$ cat src/rtl/vend_pkg.sv
// Shared vending-machine definitions: coin codes, coin values in nickels,
// and the payout FSM state encoding.
package vend_pkg;

    localparam logic [2:0] NO_COIN    = 3'd0;
    localparam logic [2:0] NICKEL     = 3'd1;
    localparam logic [2:0] DIME       = 3'd2;
    localparam logic [2:0] QUARTER    = 3'd3;
    localparam logic [2:0] HALFDOLLAR = 3'd4;
    localparam logic [2:0] DOLLAR     = 3'd5;

    // Denomination index i (0 = nickel .. 4 = dollar) matches the empty[] bit.
    localparam int NUM_DENOM = 5;

    typedef enum logic [1:0] {
        IDLE,
        SELECT,
        ISSUE,
        FINISH
    } disp_state_e;

    function automatic logic [4:0] coin_value(input logic [2:0] code);
        case (code)
            NICKEL:     return 5'd1;
            DIME:       return 5'd2;
            QUARTER:    return 5'd5;
            HALFDOLLAR: return 5'd10;
            DOLLAR:     return 5'd20;
            default:    return 5'd0;
        endcase
    endfunction

    // Codes run nickel..dollar in the same order as the denomination index.
    function automatic logic [2:0] denom_code(input int idx);
        return 3'(idx + 1);
    endfunction

endpackage

$ cat src/rtl/change_dispenser_if.sv
// Handshake bundle between the vending machine / coin hopper (master)
// and the change dispenser (slave).
interface change_dispenser_if #(
    parameter int AW = 6
);
    logic          start;
    logic [AW-1:0] amount;
    logic [4:0]    empty;
    logic          ack;
    logic [2:0]    coin;
    logic          coin_valid;
    logic          busy;
    logic          done;
    logic          short;
    logic          fault;
    logic [AW-1:0] remaining;

    modport master (
        output start, amount, empty, ack,
        input  coin, coin_valid, busy, done, short, fault, remaining
    );

    modport slave (
        input  start, amount, empty, ack,
        output coin, coin_valid, busy, done, short, fault, remaining
    );
endinterface

$ cat src/rtl/change_dispenser_coin_select.sv
// Combinational greedy picker: largest non-empty denomination whose value
// fits in the remaining amount.
module coin_select
    import vend_pkg::*;
#(
    parameter int AW = 6
) (
    input  logic [AW-1:0]        remaining,
    input  logic [NUM_DENOM-1:0] empty,
    output logic [2:0]           code,
    output logic                 none
);

    always_comb begin
        // NOTE: defaults first so every path assigns both outputs (no latch).
        code = NO_COIN;
        none = 1'b1;
        // Ascending scan: the last qualifying denomination is the largest.
        for (int i = 0; i < NUM_DENOM; i++) begin
            if (!empty[i] && (32'(coin_value(denom_code(i))) <= 32'(remaining))) begin
                code = denom_code(i);
                none = 1'b0;
            end
        end
    end

endmodule

$ cat src/rtl/change_dispenser.sv
// Payout engine: pays a change amount one coin at a time through the hopper
// handshake, reporting done, short and ack-timeout fault.
module change_dispenser
    import vend_pkg::*;
#(
    parameter int AW          = 6,
    parameter int ACK_TIMEOUT = 1023
) (
    input logic                clock,
    input logic                reset,
    change_dispenser_if.slave  bus
);

    localparam int CW = $clog2(ACK_TIMEOUT + 1);

    disp_state_e   state_q, state_d;
    logic [2:0]    coin_q, coin_d;
    logic          coin_valid_q, coin_valid_d;
    logic          busy_q, busy_d;
    logic          done_q, done_d;
    logic          short_q, short_d;
    logic          fault_q, fault_d;
    logic [AW-1:0] remaining_q, remaining_d;
    logic [CW-1:0] cnt_q, cnt_d;

    logic [2:0]    sel_code;
    logic          sel_none;

    coin_select #(.AW(AW)) u_coin_select (
        .remaining (remaining_q),
        .empty     (bus.empty),
        .code      (sel_code),
        .none      (sel_none)
    );

    always_comb begin
        state_d      = state_q;
        coin_d       = coin_q;
        coin_valid_d = coin_valid_q;
        busy_d       = busy_q;
        done_d       = 1'b0;
        short_d      = short_q;
        fault_d      = fault_q;
        remaining_d  = remaining_q;
        cnt_d        = cnt_q;

        case (state_q)
            IDLE: begin
                if (bus.start) begin
                    remaining_d = bus.amount;
                    short_d     = 1'b0;
                    fault_d     = 1'b0;
                    busy_d      = 1'b1;
                    state_d     = SELECT;
                end
            end
            SELECT: begin
                if (remaining_q == '0 || sel_none) begin
                    short_d = (remaining_q != '0);
                    coin_d  = NO_COIN;
                    done_d  = 1'b1;
                    state_d = FINISH;
                end else begin
                    coin_d       = sel_code;
                    coin_valid_d = 1'b1;
                    cnt_d        = '0;
                    state_d      = ISSUE;
                end
            end
            ISSUE: begin
                if (bus.ack) begin
                    // Picker guarantees value <= remaining, so no underflow.
                    remaining_d  = remaining_q - AW'(coin_value(coin_q));
                    coin_valid_d = 1'b0;
                    cnt_d        = '0;
                    state_d      = SELECT;
                end else if (cnt_q == CW'(ACK_TIMEOUT - 1)) begin
                    fault_d      = 1'b1;
                    coin_valid_d = 1'b0;
                    coin_d       = NO_COIN;
                    cnt_d        = '0;
                    done_d       = 1'b1;
                    state_d      = FINISH;
                end else begin
                    cnt_d = cnt_q + 1'b1;
                end
            end
            FINISH: begin
                busy_d  = 1'b0;
                state_d = IDLE;
            end
            default: state_d = IDLE;
        endcase
    end

    // NOTE: sequential state uses non-blocking assignments only.
    always_ff @(posedge clock or negedge reset) begin
        if (!reset) begin
            state_q      <= IDLE;
            coin_q       <= NO_COIN;
            coin_valid_q <= 1'b0;
            busy_q       <= 1'b0;
            done_q       <= 1'b0;
            short_q      <= 1'b0;
            fault_q      <= 1'b0;
            remaining_q  <= '0;
            cnt_q        <= '0;
        end else begin
            state_q      <= state_d;
            coin_q       <= coin_d;
            coin_valid_q <= coin_valid_d;
            busy_q       <= busy_d;
            done_q       <= done_d;
            short_q      <= short_d;
            fault_q      <= fault_d;
            remaining_q  <= remaining_d;
            cnt_q        <= cnt_d;
        end
    end

    assign bus.coin       = coin_q;
    assign bus.coin_valid = coin_valid_q;
    assign bus.busy       = busy_q;
    assign bus.done       = done_q;
    assign bus.short      = short_q;
    assign bus.fault      = fault_q;
    assign bus.remaining  = remaining_q;

endmodule
$ cat src/flat_wrapper.sv
// flat-port wrapper written by rule: the top's interface ports become plain ports
module change_dispenser_flat import vend_pkg::*;
#(
    parameter int AW          = 6,
    parameter int ACK_TIMEOUT = 1023
)
  (clock, reset, bus_start, bus_amount, bus_empty, bus_ack, bus_coin, bus_coin_valid, bus_busy, bus_done, bus_short, bus_fault, bus_remaining);
  change_dispenser_if #(.AW(AW)) bus_i ();
  input logic clock;
  input logic reset;
  input wire logic [$bits(bus_i.start)-1:0] bus_start;
  input wire logic [$bits(bus_i.amount)-1:0] bus_amount;
  input wire logic [$bits(bus_i.empty)-1:0] bus_empty;
  input wire logic [$bits(bus_i.ack)-1:0] bus_ack;
  output wire logic [$bits(bus_i.coin)-1:0] bus_coin;
  output wire logic [$bits(bus_i.coin_valid)-1:0] bus_coin_valid;
  output wire logic [$bits(bus_i.busy)-1:0] bus_busy;
  output wire logic [$bits(bus_i.done)-1:0] bus_done;
  output wire logic [$bits(bus_i.short)-1:0] bus_short;
  output wire logic [$bits(bus_i.fault)-1:0] bus_fault;
  output wire logic [$bits(bus_i.remaining)-1:0] bus_remaining;
  assign bus_i.start = bus_start;
  assign bus_i.amount = bus_amount;
  assign bus_i.empty = bus_empty;
  assign bus_i.ack = bus_ack;
  assign bus_coin = bus_i.coin;
  assign bus_coin_valid = bus_i.coin_valid;
  assign bus_busy = bus_i.busy;
  assign bus_done = bus_i.done;
  assign bus_short = bus_i.short;
  assign bus_fault = bus_i.fault;
  assign bus_remaining = bus_i.remaining;
  change_dispenser #(.AW(AW), .ACK_TIMEOUT(ACK_TIMEOUT)) u_core (.clock(clock), .reset(reset), .bus(bus_i));
endmodule
$ cat config.mk
export PLATFORM = sky130hd
export DESIGN_NAME = change_dispenser_flat
export DESIGN_NICKNAME = d
export VERILOG_FILES = /design/src/rtl/vend_pkg.sv /design/src/rtl/change_dispenser_if.sv /design/src/rtl/change_dispenser_coin_select.sv /design/src/rtl/change_dispenser.sv /design/src/flat_wrapper.sv
export SDC_FILE = /design/constraint.sdc
export NUM_CORES = 1
export LEC_CHECK = 0
export ABC_AREA = 1
export BUFFER_PORTS_ARGS = -buffer_cell sky130_fd_sc_hd__buf_2
export CAP_MARGIN = 20
export CORE_ASPECT_RATIO = 0.75
export CORE_MARGIN = 8
export CORE_UTILIZATION = 31
export CTS_BUF_LIST = sky130_fd_sc_hd__clkbuf_16
export DETAILED_ROUTE_END_ITERATION = 16
export GPL_ROUTABILITY_DRIVEN = 0
export GPL_TIMING_DRIVEN = 0
export PLACE_DENSITY_LB_ADDON = 0.2
export SYNTH_ARGS = -nofsm -noshare
export SYNTH_HDL_FRONTEND = slang
export SYNTH_SLANG_ARGS = --single-unit
$ cat constraint.sdc
create_clock -name clock -period 2.3 [get_ports clock]
set_clock_uncertainty 0.1 [all_clocks]
set_input_delay 0.345 -clock clock [delete_from_list [all_inputs] [get_ports clock]]
set_output_delay 0.345 -clock clock [all_outputs]
set_load 0.1 [all_outputs]
==> run metrics, run 1 <==
DR iter-0 viols 109; Synth area leaders dfrtp_1 (34%), nand2_1 (16%), ha_1 (7.2%); initial core utilization 32.38%; final hold violations 26; Core Region 0.005886 mm^2; commonest non-fill, non-tap cell in the layout nand2_1; Routed WL per cell ~12 um; # setup viols final 0; ANT nets after route 0; Post-Syn Nets 298; # DRC 0; WP data arrival 2.15 ns; failing checks negative hold slack; Crit Path Category flop to flop; vias in the first global route roughly 1.7k; hold buffers post-CTS 0; Crit path required time 2.39 ns; post-route setup TNS 0 ns; fin nets 330; Die Y-Extent 83.90 um; Synth top area share between 30 and 40%; Fillers 655; Yosys Warn Count 0; post-CTS sizing 0; Min-Delay Path Class primary input to asynchronous set/reset pin; ys flop type dfrtp_1; I/O pins 29; HPWL after DPL 3727 um; Syn-to-layout area delta 16.55%; Fin Hold WS -0.02095 ns; CP max-delay cell dfrtp_2; Setup crit start u_core.bus.coin[2]; Critical Path Fanout Max 6; DP Area 0.002142 mm^2; chip width roughly 110 um; Via Count around 1.7k; Syn Area/Cell 7.032 um^2; Non-Filler Instances 380; Placed Cells incl. Taps 376; gr usage total roughly 11%; FF+latch count, synth 26; crit-path cells nor2_1 -> ha_1 -> inv_1 -> fa_1 -> nand2_1 -> nand2_1 -> a21oi_1 -> xnor2_1 -> nor2_1 -> o21ai_1; startpoint types flop; total wire length between 4000 and 5000 um; Tcrit/Tclk final 89.56%; Slew headroom 60.69%; initial antenna violation count 0; EDFF count, synth 0; Clock Root Buffer clkbuf_16; Largest stage delay, worst path between 0.4 and 0.5 ns; FFs w/ async S/R, synth 100.0%; # Post-CTS Setup Buffers 0; largest net degree at the start of global routing 27; status finished, violations left; RSZ-0062 raised after global routing no; H-tree depth 1; share of cells above drive strength 1 between 10% and 20%; CTS buffer count 3; TritonCTS clock tree yes; n_diodes 0; Final Max Slew Viols 0; element type at the critical path end flop; PortBufs 27; vias per std cell 4.513; most frequent cells in the layout nand2_1 (80), inv_1 (28), buf_2 (28), nor2_1 (24), dfrtp_1 (23); clock buffer depth 2; Clock Latency Late Sink 0.26 ns; Initial DRT Pass Iterations 4; grt total ovfl 0; synth unique cells 36; first-pass GRT wire length between 8000 and 9000 um; Max Cap Viol 0; Design Area, Final between 0.002 and 0.0025 mm^2; Syn Std Cell Area 0.001906 mm^2; Synth area leader dfrtp_1; Die ar. 0.008938 mm^2; worst-margin pin slew approximately 0.59 ns; register area share after synthesis 34.14%; clock sink count 26; min Tclk post-route between 2 and 2.5 ns; clock slew at reported path FFs ~0.070 ns; reg2reg start u_core.bus.coin[2]; FP Rows 24; cell count after synthesis 271; fmax 0.4855 GHz
[layout make-up]
type	instances	area, um^2	share of cell area [%]
Timing Repair Buffer	27	135.1	6.085
Sequential cell	26	654.4	29.46
Clock buffer	3	75.07	3.380
Clock inverter	1	3.754	0.1690
Buffer	7	35.03	1.577
Tap cell	78	97.59	4.394
Multi-Input combinational cell	202	1085	48.85
Inverter	36	135.1	6.085
[worst paths after layout]
| path | to | cells after the start | slack [ns] |
|---|---|---|---|
| worst max-delay path | u_core.bus.remaining[4] | 10 | 0.24 |
| worst min-delay path | u_core.bus.remaining[5] | 1 | -0.02 |
| worst max register to register | u_core.bus.remaining[4] | 10 | 0.24 |
| worst min register to register | u_core.bus.short | 2 | 0.37 |
| max in group asynchronous | u_core.bus.coin[1] | 1 | 1.69 |
| min in group clock | u_core.bus.remaining[1] | 3 | 0.24 |
[flip-flops by register name, summed over array words and instances (netlist names)]
register	flops
u_core.bus.short	1
u_core.bus.remaining	6
u_core.state_q	2
u_core.bus.busy	1
u_core.bus.done	1
u_core.cnt_q	10
u_core.bus.fault	1
u_core.bus.coin_valid	1
u_core.bus.coin	3
[metal layers]
metal / GRT usage (%) / wire (um) / share of wire (%)
met5: 0 / 0 / 0
met4: 3.312 / 49 / 1.0
met3: 3.241 / 219 / 4.7
met2: 14.51 / 1728 / 37
met1: 16.93 / 2683 / 57
[critical path: cells and delay by family (launching register included)]
| kind | cells | cell delay, ns |
|---|---|---|
| fa+ha+maj | 2 | 0.55 |
| flops | 1 | 0.45 |
| simple gates | 4 | 0.40 |
| compound gates | 2 | 0.29 |
| xor+xnor | 1 | 0.14 |
| buf+inv | 1 | 0.07 |
[metrics by stage]
stage / util [%] / setup slack (ns)
2_1_floorplan: - / 0.08756
3_3_place_gp: 36.39 / 0.2560
3_5_place_dp: 36.39 / 0.2482
4_1_cts: 37.73 / 0.2366
5_1_grt: 37.73 / 0.02320
6_report: 37.73 / 0.2401
[cells in the mapped netlist (2+ instances only)]
cell	instances
o21bai_1	3
nand3_1	21
xor2_1	3
nor2_2	2
o211ai_1	3
o21ai_0	5
nor3_1	5
nor2_4	3
inv_1	28
or2_2	2
nand2_2	2
inv_2	7
ha_1	11
nand2_1	80
a31oi_1	2
a21oi_1	5
clkbuf_1	5
o21ai_1	14
dfrtp_1	26
nand4_1	5
nor2_1	24
[kinds of logic (layout without fill, tap and decap cells)]
kind of cell | after synthesis | in the layout | synth area share, %
compound gates | 37 | 37 | 11.36
xor+xnor | 4 | 4 | 1.839
flops | 26 | 26 | 34.14
fa+ha+maj | 12 | 12 | 8.273
simple gates | 149 | 149 | 35.46
buf+inv | 43 | 74 | 8.930
Power of run 1 is left out: the tool's default activity adds up to more than one toggle a clock period on the data nets, which glitch-free logic cannot reach.
==> inputs of run 2 (changes only) <==
Settings changed: CORE_UTILIZATION 31 to 55, CTS_BUF_LIST sky130_fd_sc_hd__clkbuf_16 to sky130_fd_sc_hd__clkbuf_8.
==> run 2 against run 1 <==
Net effect:
- the run now ends clean
- maximum frequency rose by 0.73%
- global-route usage rose by 5.7 points
- non-clock buffer count rose by 1
- highest routed layer unchanged
- largest cell class unchanged
==> run metrics, run 2 (synthesis gave the netlist of run 1 again) <==
PortBufs 27; CP max-delay cell clkbuf_1; Clock Root Buffer clkbuf_8; Core Region 0.003311 mm^2; Fillers 308; Final Max Slew Viols 0; post-route setup TNS 0 ns; vias per std cell 5.292; clock buffer depth 2; # setup viols final 0; Clock Latency Late Sink 0.27 ns; min Tclk post-route 2.045 ns; FP Rows 18; RSZ-0062 raised after global routing no; I/O pins 29; H-tree depth 1; commonest non-fill, non-tap cell in the layout nand2_1; Min-Delay Path Class primary input to flop; first-pass GRT wire length 7783 um; Die ar. about 0.0056 mm^2; FF-to-FF End u_core.cnt_q[6]; startpoint types flop; Tcrit/Tclk final 88.91%; status finished, final reports clean; Via Count 1,815; chip width 83.97 um; clock slew at reported path FFs 0.09 ns; vias in the first global route between 1.5k and 2k; hold endpoint u_core.bus.remaining[0]; WP data arrival 2.12 ns; ANT nets after route 0; clock sink count 26; element type at the critical path end flop; crit-path cells inv_1 -> ha_1 -> clkbuf_1 -> inv_1 -> clkbuf_1 -> nor3_1 -> nand2_1 -> nand2_1; initial core utilization 57.56%; Reg with most FFs u_core.cnt_q; fmax 0.4890 GHz; # Post-CTS Setup Buffers 0; CTS buffer count 3; Critical Path Fanout Max 10; critical path's top delay family buffers and inverters; final hold violations 0; Largest stage delay, worst path 0.49 ns; TritonCTS clock tree yes; Syn-to-layout area delta 12.80%; max reg flops 10; fin nets 331; n_diodes 0; most frequent cells in the layout nand2_1 (80), inv_1 (29), buf_2 (28), nor2_1 (24), dfrtp_1 (23); total wire length 4530 um; share of cells above drive strength 1 18.15%; HPWL after DPL between 3000 and 4000 um; gr usage total ~17%; worst hold stages 3; largest net degree at the start of global routing 27; grt total ovfl 0; Crit Path Category flop to flop; worst-margin pin slew 0.6025 ns; reg2reg start u_core.state_q[0]; Reg2Reg Depth 8; reg2reg setup slack 0.26 ns; Crit path required time 2.37 ns; Routed WL per cell around 13 um; DR iter-0 viols 185; hold path startpoint bus_amount[0]; Max Cap Viol 0; Die Y-Extent 66.98 um; Initial DRT Pass Iterations 5; initial antenna violation count 0; # DRC 0; Buf+Inv Stages, Crit Path 4; Slew headroom between 50% and 60%
==> run 2: worst register-to-register path, delay by kind of cell (launching register included) <==
family	cells	cell delay, ns
buffers and inverters	4	0.94
DFF	1	0.43
and+or+nand+nor	3	0.28
adders and majority gates	1	0.20
==> run 2: timing repair <==
item	CTS	global route
endpoints found under the hold margin	13	0
hold buffers	1	0
resized for setup	0	0
==> run 2: metal layers <==
layer | vias up | routed length (um) | GRT usage, %
li1 | 940 | - | -
met2 | 58 | 1792 | 24.88
met1 | 815 | 2369 | 24.49
met5 | - | 0 | 0
met4 | 0 | 20 | 1.931
met3 | 2 | 348 | 4.994
==> run 2: metrics by stage <==
stage                     area (um^2)  instances  setup slack, ns  util [%]  hold slack, ns
after floorplan                  1909        271          0.08756         -        -0.05059
after global placement           2095        338           0.3049     63.27          0.2945
after detailed placement         2095        338           0.2672     63.27          0.2889
after CTS                        2150        343           0.2518     64.93          0.2129
after global routing             2150        343          0.04577     64.93          0.2328
final                            2150        343           0.2551     64.93          0.2172
==> run 2: worst max path at each step <==
| stage | cells after the start | to | start | slack, ns |
|---|---|---|---|---|
| finish | 8 | u_core.cnt_q[6] | u_core.state_q[0] | 0.26 |
| floorplan | 11 | u_core.bus.remaining[4] | u_core.bus.coin[0] | 0.09 |
| global placement | 8 | u_core.cnt_q[6] | u_core.state_q[0] | 0.30 |
| global route | 11 | u_core.bus.remaining[5] | u_core.state_q[0] | 0.05 |
| CTS | 11 | u_core.bus.remaining[5] | u_core.state_q[0] | 0.25 |
| detailed placement | 11 | u_core.bus.remaining[5] | u_core.state_q[0] | 0.27 |
==> run 2: area by class of cell <==
class | count | area (um^2) | share of cell area [%]
clock buffer | 3 | 41.29 | 1.921
inverter | 36 | 135.1 | 6.286
timing repair buffer | 28 | 145.1 | 6.752
sequential | 26 | 654.4 | 30.44
buffer | 7 | 35.03 | 1.630
clock inverter | 1 | 3.754 | 0.1746
tap | 40 | 50.05 | 2.328
multi-input combinational | 202 | 1085 | 50.47
Power of run 2 is left out for the same reason.
==> inputs of run 3 (changes only) <==
Settings changed: PLACE_DENSITY set to 0.75, PLACE_DENSITY_LB_ADDON 0.2 to unset.
==> run 3 against run 2 <==
Net effect:
- non-clock buffer count unchanged
- sequential cell count unchanged
- maximum frequency decreased by 0.81%
- cell count unchanged
- first-iteration DRC count increased by 4.9%
- critical endpoint is now u_core.bus.remaining[4]
- utilization unchanged
- global-route usage decreased by 0.47 points
- die area unchanged
- clock-buffer cell count unchanged
- wire length increased by 1.8%
==> run metrics, run 3 (synthesis gave the netlist of run 1 again) <==
first-pass GRT wire length 7479 um; CP max-delay cell dfrtp_2; Syn-to-layout area delta 12.80%; GRT met3 Usage 4.141%; gr usage total between 10% and 20%; HPWL after DPL 3575 um; Die Y-Extent 66.98 um; Non-Filler Instances roughly 340; RSZ-0062 raised after global routing no; element type at the critical path end flop; PortBufs 27; post-route setup TNS 0 ns; max reg flops 10; Routed WL per cell between 10 and 15 um; # DRC 0; initial core utilization 57.56%; # setup viols final 0; fin nets 331; Die ar. 0.005624 mm^2; Tcrit/Tclk final between 80% and 90%; Slew headroom 58.99%; clock buffer depth 2; largest net degree at the start of global routing 27; Clock Root Buffer clkbuf_8; most frequent cells in the layout nand2_1 (80), inv_1 (29), buf_2 (28), nor2_1 (24), dfrtp_1 (23); startpoint types flop; Initial DRT Pass Iterations 4; WP data arrival 2.15 ns; vias per std cell 5.268; global route hottest layer met1; initial antenna violation count 0; fmax approximately 0.49 GHz; H-tree depth 1; TritonCTS clock tree yes; n_diodes 0; Crit Path Category flop to flop; total wire length 4610 um; GR Util met2 21.61%; Largest stage delay, worst path 0.42 ns; worst-margin pin slew about 0.6 ns; Critical Path Fanout Max 5; vias in the first global route around 1.5k; CTS buffer count 3; ANT nets after route 0; min Tclk post-route 2.062 ns; clock slew at reported path FFs approximately 0.090 ns; grt total ovfl 0; commonest non-fill, non-tap cell in the layout nand2_1; Crit path required time about 2.4 ns; I/O pins 29; Clock Latency Late Sink 0.27 ns; FP Rows 18; final hold violations 0; Fillers roughly 310; GR Layer Usage met1 roughly 26%; Min-Delay Path Class primary input to flop; Placed Cells incl. Taps between 300 and 400; clock sink count 26; DR iter-0 viols 194; Final Max Slew Viols 0; Reg with most FFs u_core.cnt_q; crit-path cells inv_1 -> nor2_1 -> ha_1 -> inv_1 -> fa_1 -> nand2_1 -> nand2_1 -> a21oi_1 -> xnor2_1 -> nor2_1 -> o21ai_1; reg2reg setup slack 0.24 ns; status finished, final reports clean; chip width about 84 um; Max Cap Viol 0; Via Count between 1.5k and 2k; share of cells above drive strength 1 between 15 and 20%; # Post-CTS Setup Buffers 0; post-layout util between 60 and 70%; Core Region ~0.0033 mm^2
## run 3: cell counts in the layout (fill, tap and decap cells not counted)
Identical to the previous run, type by type.
## run 3: metrics by stage
| stage | setup WS (ns) | instance area [um^2] | hold WS, ns |
|---|---|---|---|
| 2_1_floorplan | 0.08756 | 1909 | -0.05059 |
| 3_3_place_gp | 0.3125 | 2095 | 0.2890 |
| 3_5_place_dp | 0.2851 | 2095 | 0.2877 |
| 4_1_cts | 0.2509 | 2150 | 0.2158 |
| 5_1_grt | 0.04535 | 2150 | 0.2318 |
| 6_report | 0.2385 | 2150 | 0.2249 |
## run 3: layer usage
metal | up-vias | part of all wire [%]
li1 | 933 | -
met1 | 805 | 55
met2 | 67 | 38
met3 | 2 | 7.0
met4 | 0 | 0.39
met5 | - | 0
## run 3: critical path, delay by kind of cell (launching register included)
family | cells | cell delay [ns]
fa+ha+maj | 2 | 0.56
simple gates | 4 | 0.30
compound gates | 2 | 0.31
buf+inv | 2 | 0.15
xor+xnor | 1 | 0.14
flops | 1 | 0.42
## run 3: what timing repair did
item / 4_1_cts / 5_1_grt
resized for setup: 0 / 0
endpoints found under the hold margin: 26 / 0
hold buffers: 1 / 0
## run 3: cell type report
cell class	count	area (um^2)	area share, %
repair buffers	28	145.1	6.752
clock inverters	1	3.754	0.1746
well taps	40	50.05	2.328
multi-input cells	202	1085	50.47
inverters	36	135.1	6.286
plain buffers	7	35.03	1.630
flip-flops and latches	26	654.4	30.44
clock buffers	3	41.29	1.921
## run 3: worst paths after layout
kind / to / startpoint / cells after the start
max: u_core.bus.remaining[4] / u_core.bus.coin[0] / 11
min: u_core.bus.remaining[0] / bus_amount[0] / 3
max reg2reg: u_core.bus.remaining[4] / u_core.bus.coin[0] / 11
min reg2reg: u_core.bus.short / u_core.bus.short / 2
max in group asynchronous: u_core.bus.coin[0] / reset / 2
min in group asynchronous: u_core.bus.remaining[0] / reset / 2
Power of run 3 is left out for the same reason.
